--- src/rtl/tpm_pkg.sv ---
// Shared TPM locality types and constants.
// Used by the SPI decoder and the locality arbiter.
package tpm_pkg;

  localparam int NUM_LOC = 5;
  localparam int LOC_W = 3;
  localparam int CNT_W = 8;

  typedef enum logic [1:0] {
    IDLE   = 2'd0,
    ACTIVE = 2'd1,
    FLUSH  = 2'd2
  } loc_state_t;

  // TPM_ACCESS register bit positions
  localparam int ACC_REQ_USE = 1;
  localparam int ACC_PEND_REQ = 2;
  localparam int ACC_SEIZE = 3;
  localparam int ACC_BEEN_SEIZED = 4;
  localparam int ACC_ACTIVE_LOC = 5;

  function automatic logic [NUM_LOC-1:0] loc_bit(
    input logic [LOC_W-1:0] l
  );
    logic [NUM_LOC-1:0] one;
    one = {{(NUM_LOC-1){1'b0}}, 1'b1};
    return one << l;
  endfunction

endpackage

--- src/rtl/tpm_loc_prio_enc.sv ---
// Highest-set-bit encoder over the locality vector.
// Higher locality numbers take priority.
module tpm_loc_prio_enc
  import tpm_pkg::*;
(
  input  logic [NUM_LOC-1:0] req,
  output logic [LOC_W-1:0]   idx,
  output logic               valid
);

  always_comb begin
    idx = '0;
    valid = 1'b0;
    for (int i = 0; i < NUM_LOC; i++) begin
      if (req[i]) begin
        idx = LOC_W'(i);
        valid = 1'b1;
      end
    end
  end

endmodule

--- src/rtl/tpm_locality_arbiter.sv ---
// TPM locality ownership arbiter with flush handshake
// between ownership handoffs.
module tpm_locality_arbiter
  import tpm_pkg::*;
#(
  parameter int FLUSH_TIMEOUT = 255
) (
  input  logic               CLOCK_50,
  input  logic               RESET_n,
  input  logic [NUM_LOC-1:0] req_use_i,
  input  logic [NUM_LOC-1:0] relinquish_i,
  input  logic [NUM_LOC-1:0] seize_i,
  input  logic [NUM_LOC-1:0] clr_seized_i,
  input  logic               flush_done_i,
  output logic [LOC_W-1:0]   active_loc_o,
  output logic               active_valid_o,
  output logic [NUM_LOC-1:0] pending_o,
  output logic [NUM_LOC-1:0] been_seized_o,
  output logic               flush_req_o,
  output logic               flush_timeout_o
);

  localparam logic [CNT_W-1:0] CNT_LAST =
    CNT_W'(FLUSH_TIMEOUT - 1);

  loc_state_t         state, state_n;
  logic [LOC_W-1:0]   cur_loc, cur_n;
  logic [LOC_W-1:0]   tgt_loc, tgt_n;
  logic               tgt_valid, tgt_v_n;
  logic               from_relq, relq_n;
  logic [CNT_W-1:0]   cnt, cnt_n;
  logic [NUM_LOC-1:0] req_pend, pend_n;
  logic [NUM_LOC-1:0] seized, seized_set;

  logic [NUM_LOC-1:0] act_mask;
  logic [NUM_LOC-1:0] above;
  logic [NUM_LOC-1:0] seize_ok;
  logic [NUM_LOC-1:0] pend_merged;
  logic [LOC_W-1:0]   s_idx, g_idx, x_idx;
  logic               s_valid, g_valid, x_valid;
  logic               is_active, is_flush;
  logic               at_last, leave;

  assign is_active = (state == ACTIVE);
  assign is_flush = (state == FLUSH);

  always_comb begin
    above = '0;
    for (int i = 0; i < NUM_LOC; i++) begin
      above[i] = (LOC_W'(i) > cur_loc);
    end
  end

  assign act_mask = is_active ? loc_bit(cur_loc) : '0;
  assign seize_ok = is_active ? (seize_i & above) : '0;

  // relinquish beats a same-cycle request for the same locality
  assign pend_merged =
    (req_pend | (req_use_i & ~act_mask)) & ~relinquish_i;

  tpm_loc_prio_enc u_seize_enc (
    .req   (seize_ok),
    .idx   (s_idx),
    .valid (s_valid)
  );

  tpm_loc_prio_enc u_grant_enc (
    .req   (pend_merged),
    .idx   (g_idx),
    .valid (g_valid)
  );

  assign at_last = (cnt == CNT_LAST);
  assign leave = is_flush && (flush_done_i || at_last);
  assign x_valid = from_relq ? g_valid : tgt_valid;
  assign x_idx = from_relq ? g_idx : tgt_loc;

  always_comb begin
    state_n = state;
    cur_n = cur_loc;
    tgt_n = tgt_loc;
    tgt_v_n = tgt_valid;
    relq_n = from_relq;
    cnt_n = cnt;
    pend_n = pend_merged;
    seized_set = '0;
    unique case (state)
      IDLE: begin
        if (g_valid) begin
          state_n = ACTIVE;
          cur_n = g_idx;
          pend_n = pend_merged & ~loc_bit(g_idx);
        end
      end
      ACTIVE: begin
        if (s_valid) begin
          state_n = FLUSH;
          tgt_v_n = 1'b1;
          tgt_n = s_idx;
          relq_n = 1'b0;
          cnt_n = '0;
          seized_set = loc_bit(cur_loc);
          pend_n = pend_merged & ~loc_bit(s_idx);
        end else if (|(relinquish_i & act_mask)) begin
          state_n = FLUSH;
          tgt_v_n = g_valid;
          tgt_n = g_idx;
          relq_n = 1'b1;
          cnt_n = '0;
        end
      end
      FLUSH: begin
        if (leave) begin
          cnt_n = '0;
          if (x_valid) begin
            state_n = ACTIVE;
            cur_n = x_idx;
            pend_n = pend_merged & ~loc_bit(x_idx);
          end else begin
            state_n = IDLE;
          end
        end else if (cnt != '1) begin
          cnt_n = cnt + 1'b1;
        end
      end
      default: state_n = IDLE;
    endcase
  end

  always_ff @(posedge CLOCK_50 or negedge RESET_n) begin
    if (!RESET_n) begin
      state <= IDLE;
      cur_loc <= '0;
      tgt_loc <= '0;
      tgt_valid <= 1'b0;
      from_relq <= 1'b0;
      cnt <= '0;
      req_pend <= '0;
      seized <= '0;
    end else begin
      state <= state_n;
      cur_loc <= cur_n;
      tgt_loc <= tgt_n;
      tgt_valid <= tgt_v_n;
      from_relq <= relq_n;
      cnt <= cnt_n;
      req_pend <= pend_n;
      seized <= (seized & ~clr_seized_i) | seized_set;
    end
  end

  always_comb begin
    pending_o = '0;
    for (int l = 0; l < NUM_LOC; l++) begin
      pending_o[l] = |(req_pend & ~loc_bit(LOC_W'(l)));
    end
  end

  assign active_valid_o = is_active;
  assign active_loc_o = is_active ? cur_loc : '0;
  assign been_seized_o = seized;
  assign flush_req_o = is_flush;
  assign flush_timeout_o = is_flush && at_last && !flush_done_i;

endmodule

--- config.mk ---
export PLATFORM = sky130hd
export DESIGN_NAME = tpm_locality_arbiter
export DESIGN_NICKNAME = d
export VERILOG_FILES = /design/src/rtl/tpm_pkg.sv /design/src/rtl/tpm_loc_prio_enc.sv /design/src/rtl/tpm_locality_arbiter.sv
export SDC_FILE = /design/constraint.sdc
export NUM_CORES = 1
export LEC_CHECK = 0
export ABC_AREA = 1
export BUFFER_PORTS_ARGS = -buffer_cell sky130_fd_sc_hd__buf_4
export CAP_MARGIN = 20
export CORE_UTILIZATION = 55
export DETAILED_ROUTE_END_ITERATION = 10
export PLACE_DENSITY = 0.9
export SLEW_MARGIN = 20
export SYNTH_ARGS = -nofsm -noshare
export SYNTH_HDL_FRONTEND = slang
export SYNTH_SLANG_ARGS = --single-unit
--- constraint.sdc ---
create_clock -name CLOCK_50 -period 3.54 [get_ports CLOCK_50]
set_clock_uncertainty 0.05 [all_clocks]
set_input_delay 0.177 -clock CLOCK_50 [delete_from_list [all_inputs] [get_ports CLOCK_50]]
set_output_delay 0.177 -clock CLOCK_50 [all_outputs]
set_load 0.05 [all_outputs]
==> Word level (Yosys, flattened, before mapping) <==
Cells that the tools add are included.
W data, S select, Z words.
{ "totals": {"romBits": 0, "register_bits": 28, "mem_count": 0, "ramBits": 0, "inputBits": 23, "latchBits": 0, "out_inout_bits": 16} }
{ "op_classes": {"add_sub_neg": 1, "mux": 51, "n_bitwise": 16, "n_reduce_logical": 19, "shift": 4, "n_lt_le_gt_ge": 5, "mul": 0, "n_div": 0, "eq_ne": 9} }
{ "op_table": {"columns": ["cell", "count"], "rows": [
  ["$and A5 B5 Y5", 8],
  ["$mux W5", 8],
  ["$mux W8", 4],
  ["$not A5 Y5", 6],
  ["$mux W3", 9],
  ["$reduce_or A4 Y1", 5],
  ["$shl A1 B3 Y5 const A", 4],
  ["$mux W1", 18],
  ["$mux W2", 8],
  ["$pmux W8 S2", 1],
  ["$pmux W5 S3", 1],
  ["$or A5 B5 Y5", 2],
  ["$add A8 B1 Y8 const B", 1],
  ["$eq A8 B8 Y1 const B", 1],
  ["$ne A8 B8 Y1 const B", 1],
  ["$gt A1 B3 Y1 const A", 2],
  ["$gt A2 B3 Y1 const A", 2],
  ["$pmux W2 S3", 1],
  ["$pmux W3 S2", 1],
  ["$reduce_and A3 Y1", 2],
  ["$reduce_bool A2 Y1", 3],
  ["$reduce_or A5 Y1", 1],
  ["$ne A2 B2 Y1 const B", 2],
  ["$reduce_and A4 Y1", 1],
  ["other kinds (11)", 13]
]} }

==> Depth between registers and ports, before layout <==
Gate-level depths: netlist of run 1.
{ "depth": {"ltp_word": 17, "mapped_depth": 17, "depth_no_buf": 16} }

==> Modules after synthesis <==
A second synthesis of run 1 with hierarchy kept.
{ "hier_totals": {"cells_unflattened": 335, "area_unflattened_um2": 2169.6} }
{ "by_module_without_submodules": {"columns": ["module", "seq_area_each_um2", "cells_each", "n_inst", "area_per_inst_um2"], "rows": [
  ["tpm_locality_arbiter", 700.7, 317, 1, 2077.0],
  ["tpm_loc_prio_enc", 0.0, 9, 2, 46.3]
]} }

==> Worst setup path before layout of run 1 <==
Ideal clock, no wire load.
{ "synth_path": {"path_kind": "reg2out", "start": "reg state[0]", "end": "out flush_timeout_o", "path_buffers": 2, "path_stages_with_launch": 7, "required_ns": 3.313, "path_slack_ns": 0.690, "arrival_ns": 2.623, "path_cell_list": "dfrtp_1 -> inv_1 -> ha_1 -> buf_2 -> inv_1 -> clkbuf_1 -> nor3_1"} }
{ "synth_via": {"elab_chain_cells": 3} }
{ "synth_lines": {"columns": ["element", "line_no", "source"], "rows": [
  ["start: declaration", "tpm_locality_arbiter.sv:26", "loc_state_t state, state_n;"],
  ["start signal: assignment", "tpm_locality_arbiter.sv:141", "state <= state_n;"],
  ["$eq A2 B2 Y1", "tpm_locality_arbiter.sv:45", "assign is_flush = (state == FLUSH);"],
  ["via flush_req_o", "tpm_locality_arbiter.sv:19", "output logic flush_req_o,"],
  ["$logic_and A1 B1 Y1 (2 in a row)", "tpm_locality_arbiter.sv:163", "assign flush_timeout_o = is_flush && at_last && !flush_done_i;"],
  ["end: declaration", "tpm_locality_arbiter.sv:20", "output logic flush_timeout_o"]
]} }
The timed path passes the listed nets, and every way through them passes these cells.

==> Final worst setup path of run 1 <==
{ "layout_path": {"start": "reg state[1]", "end": "reg cnt[2]"} }
{ "layout_via": {"elab_chain_cells": 9} }
{ "layout_lines": {"columns": ["element", "line_no", "source"], "rows": [
  ["$eq A2 B1 Y1", "tpm_locality_arbiter.sv:44, tpm_locality_arbiter.sv:87", null],
  ["$mux W5", "tpm_locality_arbiter.sv:55", "assign seize_ok = is_active ? (seize_i & above) : '0;"],
  ["$mux W1 (5 in a row)", "tpm_loc_prio_enc.sv:15", "if (req[i]) begin"],
  ["$ne A3 B2 Y1 (no line) or $mux W8 (tied branches)", null, null],
  ["$reduce_and A3 Y1 (no line) or $pmux W8 S2 (tied branches)", null, null],
  ["end signal: assignment", "tpm_locality_arbiter.sv:146", "cnt <= cnt_n;"],
  ["end: declaration", "tpm_locality_arbiter.sv:31", "logic [CNT_W-1:0] cnt, cnt_n;"]
]} }
Several ways; a longest one is shown, not always the timed one.
A chain may end at the register's enable or synchronous reset.

==> reports/results.ini, run 1 <==
[sta]
rsz0062_at_grt = false
min_period_ns = 2.63
setup-tns-final_ns = 0
report.final.slew_viol_count = 0
setup_violations = 0
clock.fmax_mhz = 380
timing.final.crit_share = 0.743
tightest_slew_ns = 0.458
finalHoldViolCount = 0
slew_headroom = 0.694

[pwr]
seqPwrFrac = 0.233
powerDensity_nw_per_um2 = 876
leakage_nw = 1.25
p_int_mw = 0.935
p_switching_mw = 1.18
swShare = 0.558
ir_worst_vdd_mv = 0.549
clkPwrFrac = 0.094
comb_power_share = 0.673

[floorplan]
die_w_um = 63.1
die_h_um = 63.1
die-area_um2 = 3980
ioPinCount = 39
core_area_um2 = 3470
start_util = 0.592
fp-row-count = 21

[drt]
viasPerCell = 5.47
routed_wl_um = 4870
firstDrtPassIters = 5
route.vias.total = 1973
wire_per_inst_um = 13.5
topRoutingLayerUsed = met4
met2_length_um = 2460
wl_met3_um = 368
postRouteAntennaNets = 0
drtIter0Drc = 116
wl_met1_um = 1970
route.detailed.drc = 0

[clocking]
postCtsResizedCells = 0
root_buffer = clkbuf_8
cts_setup_buffers = 0
clkTransAtPathRegs_ns = 0.09
cts.htree.levels = 1
clkLatencyLatePin_ns = 0.28
cts_hold_buf = 2
clock-sinks = 28
cts_buffer_depth = 2
cts_tree = done
numCtsBuffers = 3

[setup_path]
cp_max_fo = 13
critPathKind = flip-flop to flip-flop
start_kind = flip-flop
r2r_start = state[1]
worstPathArrival_ns = 2.80
endpoint_kind = flip-flop
startpoint = state[1]
cp.required_ns = 3.70

[layout]
drive_gt1_frac = 0.263
final_cell_mix = nand2_1, inv_1, buf_4
nets = 345
fill_cells = 299
final_common_cell = nand2_1
multi_input_area_um2 = 1120
synthToLayoutAreaGrowth_pct = 17.7
seq_area_um2 = 701
diodes = 0
final_cells = 361

[global_route]
grt_pass1_vias = 1939
overflow = 0
grtUsageTotal = 0.259
grt_pass1_wl_um = 8220
antenna_found_initial = 0
grt_max_degree = 29

[placement]
gp_congestion = 0.967
dp.cells = 355
numPortBuffers = 37
post-dp-hpwl_um = 3690

[synthesis]
yosysUniqueCellTypes = 40
yosysTopAreaCell = dfrtp_1
async_flop_share = 1.00
synthTopCellsByArea = dfrtp_1, nand2_1, inv_1
synth_seq_area_share = 0.341
synth_nets = 306
syn_inst = 277
dominantRegCellSynth = dfrtp_1
synth_edf_count = 0
synthesis.area_um2 = 2050
yosys.area.top_type_share = 0.341
synth_seq_cells = 28
avgSynthCellArea_um2 = 7.41
ys_warn_count = 0

[worst_hold_path]
hp-class = primary input to flip-flop
worstHoldStart = clr_seized_i[1]

[flow_run]
cap_violations = 0

[run_status]
outcome = completed

## cell usage after synthesis, types with 2 or more instances
| cell | number |
|---|---|
| nor3_2 | 2 |
| a31oi_1 | 2 |
| inv_1 | 39 |
| clkinv_1 | 2 |
| nor2_4 | 3 |
| nor2_1 | 18 |
| nand2_1 | 64 |
| nand4_1 | 5 |
| nand2_2 | 12 |
| o21ai_1 | 7 |
| o21bai_1 | 2 |
| nor2_2 | 4 |
| nor3_1 | 9 |
| o22ai_1 | 6 |
| nand3_1 | 16 |
| nand3_2 | 2 |
| o21ai_2 | 7 |
| a21oi_1 | 6 |
| xor2_1 | 6 |
| dfrtp_1 | 28 |
| inv_2 | 5 |
| ha_1 | 6 |
| o21ai_0 | 9 |
## power groups by stage
stage	Sequential [mW]	Clock [mW]	Combinational, mW
after floorplan	0.515	0	1.11
after global placement	0.493	0	1.38
after detailed placement	0.496	0	1.41
after CTS	0.490	0.200	1.42
after global routing	0.504	0.214	1.55
final	0.494	0.198	1.42
## worst paths after layout
kind | endpoint | slack [ns] | depth (start not counted)
max in group asynchronous | from_relq | 2.86 | 2
setup reg to reg | cnt[2] | 0.91 | 14
min in group asynchronous | been_seized_o[1] | 0.30 | 2
hold reg to reg | been_seized_o[4] | 0.45 | 2
setup / recovery | cnt[2] | 0.91 | 14
hold / removal | been_seized_o[1] | 0.02 | 2
## layer usage
metal | up-vias | global-route usage
li1 | 974 | -
met1 | 902 | 0.297
met2 | 89 | 0.487
met3 | 8 | 0.0453
met4 | 0 | 0.0640
met5 | - | 0
## stage by stage
stage	instance area [µm²]	power (mW)	worst slack (ns)	hold slack (ns)	utilization
6_report	2420	2.12	0.908	0.0240	0.697
3_5_place_dp	2340	1.90	0.956	0.0654	0.675
2_1_floorplan	2050	1.63	0.690	-0.169	-
3_3_place_gp	2340	1.88	1.02	0.0686	0.675
5_1_grt	2420	2.27	0.756	0.0190	0.697
4_1_cts	2420	2.11	0.928	0.0270	0.697
## worst max-delay path: stages (launching register included)
cell and delay, ns:
dfrtp_1 0.43, inv_1 0.10, ha_1 0.43, inv_6 0.09, nor2_2 0.22, nand2_2 0.13
nor2_2 0.10, inv_1 0.07, nand2_2 0.10, nor2_4 0.07, nand2_4 0.11, nor2_4 0.05
nor2_4 0.35, nand4_1 0.18, o21ai_2 0.09
## kinds of logic (layout without fill, tap and decap cells)
| family | count (synthesis) | count (layout) | synth area share |
|---|---|---|---|
| AO/OA/AOI/OAI | 45 | 45 | 0.141 |
| XOR/XNOR | 6 | 6 | 0.0256 |
| adder cells (fa/ha/maj) | 6 | 6 | 0.0366 |
| buffers and inverters | 52 | 90 | 0.112 |
| flip-flops | 28 | 28 | 0.341 |
| AND/OR/NAND/NOR | 140 | 140 | 0.344 |
## registers in the layout, summed over array words and instances (netlist names)
signal         cells
cur_loc            3
been_seized_o      5
state              2
req_pend           5
tgt_loc            3
tgt_valid          1
cnt                8
from_relq          1
## area by class of cell
cell class	instances	share of cell area
inverters	47	0.0751
repair buffers	39	0.123
flip-flops and latches	28	0.290
multi-input cells	197	0.465
well taps	46	0.0238
clock buffers	4	0.0228
Power figures use the tool's default switching activity.
==> run 2: changes to the inputs <==
CORE_UTILIZATION = 50   (was 55)
PLACE_DENSITY = 0.87   (was 0.9)
clock period = 2.3 ns   (was 3.54 ns; I/O delays follow)
==> reports/results.ini, run 2 (synthesis results as in run 1) <==
[global_route]
grt_pass1_wl_um = 9080  ; +10%
grt_max_degree = 29  ; unchanged
grtUsageTotal = 0.273  ; +0.0146
grt_pass1_vias = 1990  ; +2.6%
overflow = 0  ; unchanged
antenna_found_initial = 0  ; unchanged

[pwr]
swShare = 0.539  ; -0.0189
powerDensity_nw_per_um2 = 1380  ; +58%
ir_worst_vdd_mv = 0.684  ; +25%
comb_power_share = 0.709  ; +0.036
p_switching_mw = 1.99  ; +69%
leakage_nw = 1.37  ; +9.8%
p_int_mw = 1.70  ; +82%
clkPwrFrac = 0.084  ; -0.010
seqPwrFrac = 0.207  ; -0.026

[sta]
report.final.slew_viol_count = 0  ; unchanged
slew_headroom = 0.750  ; +0.0559
timing.final.crit_share = 0.954  ; +0.210
postLayoutSetupSlackWorst_ns = 0.106  ; -0.802 ns
rsz0062_at_grt = true
finalHoldViolCount = 0  ; unchanged
setup_violations = 0  ; unchanged
clock.fmax_mhz = 456  ; +20%
min_period_ns = 2.19  ; -0.438 ns
tightest_slew_ns = 0.375  ; -0.0839 ns

[clocking]
clkTransAtPathRegs_ns = 0.10  ; about the same
cts_tree = done
cts_buffer_depth = 2  ; unchanged
root_buffer = clkbuf_8
numCtsBuffers = 3  ; unchanged
cts.htree.levels = 1  ; unchanged
clock-sinks = 28  ; unchanged
clkLatencyLatePin_ns = 0.27  ; about the same

[floorplan]
core_area_um2 = 3800  ; +9.5%
die-area_um2 = 4370  ; +9.7%
ioPinCount = 39  ; unchanged
start_util = 0.541  ; -0.0515
fp-row-count = 22  ; +4.8%
die_w_um = 66.1  ; +4.7%
die_h_um = 66.1  ; +4.7%

[run_status]
outcome = completed

[drt]
route.vias.total = 2101  ; +6.5%
routed_wl_um = 5690  ; +17%
postRouteAntennaNets = 0  ; unchanged
drtIter0Drc = 223  ; +92%
viasPerCell = 5.51  ; +0.90%
firstDrtPassIters = 6  ; +1
wire_per_inst_um = 14.9  ; +11%
route.detailed.drc = 0  ; unchanged

[placement]
pre_cts_ws_ns = 0.0429  ; -0.913 ns
numPortBuffers = 37  ; unchanged
dpl_cell_area_um2 = 2430  ; +3.7%
post-dp-hpwl_um = 4080  ; +10%
gp_congestion = 1.01  ; +4.8%

[setup_path]
worstPathArrival_ns = 2.35  ; -0.45 ns
crit_path_top_delay_cell = dfrtp_1
start_kind = flip-flop
endpoint_kind = flip-flop
path_buf_inv = 3  ; unchanged
cp_top_family = simple AND/OR/NAND/NOR gates
critPathKind = flip-flop to flip-flop
rrSetupSlack_ns = 0.11  ; -0.80 ns
cp_max_fo = 8  ; -5
crit_chain = inv_2 > ha_4 > inv_6 > nor2_4 > nand2_4 > o22ai_1 > nor3_4 > nand2_4 > nor2_4 > nor2_4 > buf_6 > nand2_1 > o21ai_2
slowest_delay_ns = 0.43  ; about the same
cp.required_ns = 2.46  ; -1.24 ns
crit_top_cell = nor2_4

[layout]
synthToLayoutAreaGrowth_pct = 30.1
nets = 363  ; +5.2%
fill_cells = 299  ; unchanged
final_common_cell = nand2_1
final_cell_mix = nand2_1, buf_4, inv_1
regMostFlops = cnt
stdcell_area_um2 = 2670  ; +11%
diodes = 0  ; unchanged
drive_gt1_frac = 0.342  ; +0.0789
largest_reg_flops = 8  ; unchanged

[worst_hold_path]
hp-class = primary input to flip-flop

[flow_run]
cap_violations = 0  ; unchanged

-- run 2: changes by cell type in the layout (fill, tap and decap cells not counted), moves of 2 or more --
cell,previous run,this run
nor3_1,9,7
nand2_4,1,4
inv_2,5,8
nand2_1,64,56
nor2_4,3,5
nand2_2,12,17
inv_1,39,36
dlygate4sd3_1,2,6
nor3_4,1,3
buf_4,37,48
buf_6,0,3
-- run 2: worst reg2reg max path: stages, from the launching register on --
cell	delay (ns)
dfrtp_1	0.43
inv_2	0.09
ha_4	0.22
inv_6	0.08
nor2_4	0.18
nand2_4	0.10
o22ai_1	0.23
nor3_4	0.08
nand2_4	0.09
nor2_4	0.05
nor2_4	0.26
buf_6	0.16
nand2_1	0.06
o21ai_2	0.06
-- run 2: metal layers --
layer	vias up	global-route usage	routed length (µm)
met1	983	0.359	2470
met3	20	0.0328	375
met2	87	0.455	2700
li1	1011	-	-
met4	0	0.106	148
met5	-	0	0
-- run 2: path summary, 6_finish.rpt --
path / start / endpoint / depth (start not counted)
min in group asynchronous: RESET_n / been_seized_o[1] / 2
max in group asynchronous: RESET_n / been_seized_o[4] / 2
worst max register to register: state[1] / cnt[3] / 13
worst min register to register: been_seized_o[4] / been_seized_o[4] / 2
worst min-delay path: relinquish_i[3] / req_pend[3] / 4
worst max-delay path: state[1] / cnt[3] / 13
-- run 2: repair_timing --
action / in CTS / in global routing
buffers inserted: 0 / 6
endpoints found under the hold margin: 33 / 0
endpoints found under the setup margin: 0 / 21
hold buffers: 6 / 0
gates resized for setup: 0 / 24
-- run 2: layout make-up --
cell class                 count  area (µm²)  area share
tap                           48        60.1      0.0225
clock buffer                   4        55.1      0.0206
inverter                      47         183      0.0684
multi-input combinational    197        1220       0.456
timing repair buffer          57         454       0.170
sequential                    28         701       0.262
-- run 2: per-stage QoR --
stage                     TNS, ns  power (mW)  instances  hold slack, ns  utilization
final                           0        3.69        381          0.0857        0.703
after detailed placement        0        3.11        365         0.00966        0.639
after floorplan                 0        2.54        277          -0.231            -
after global routing      -0.0185        3.94        381           0.102        0.703
after global placement          0        3.07        365         0.00114        0.639
after CTS                       0        3.44        375          0.0743        0.670
-- run 2: power by group through the flow --
stage / Combinational, mW / Clock (mW) / Sequential [mW]
final: 2.62 / 0.311 / 0.763
after global routing: 2.82 / 0.327 / 0.784
after CTS: 2.37 / 0.313 / 0.754
after detailed placement: 2.35 / 0 / 0.766
after global placement: 2.31 / 0 / 0.758
after floorplan: 1.74 / 0 / 0.797
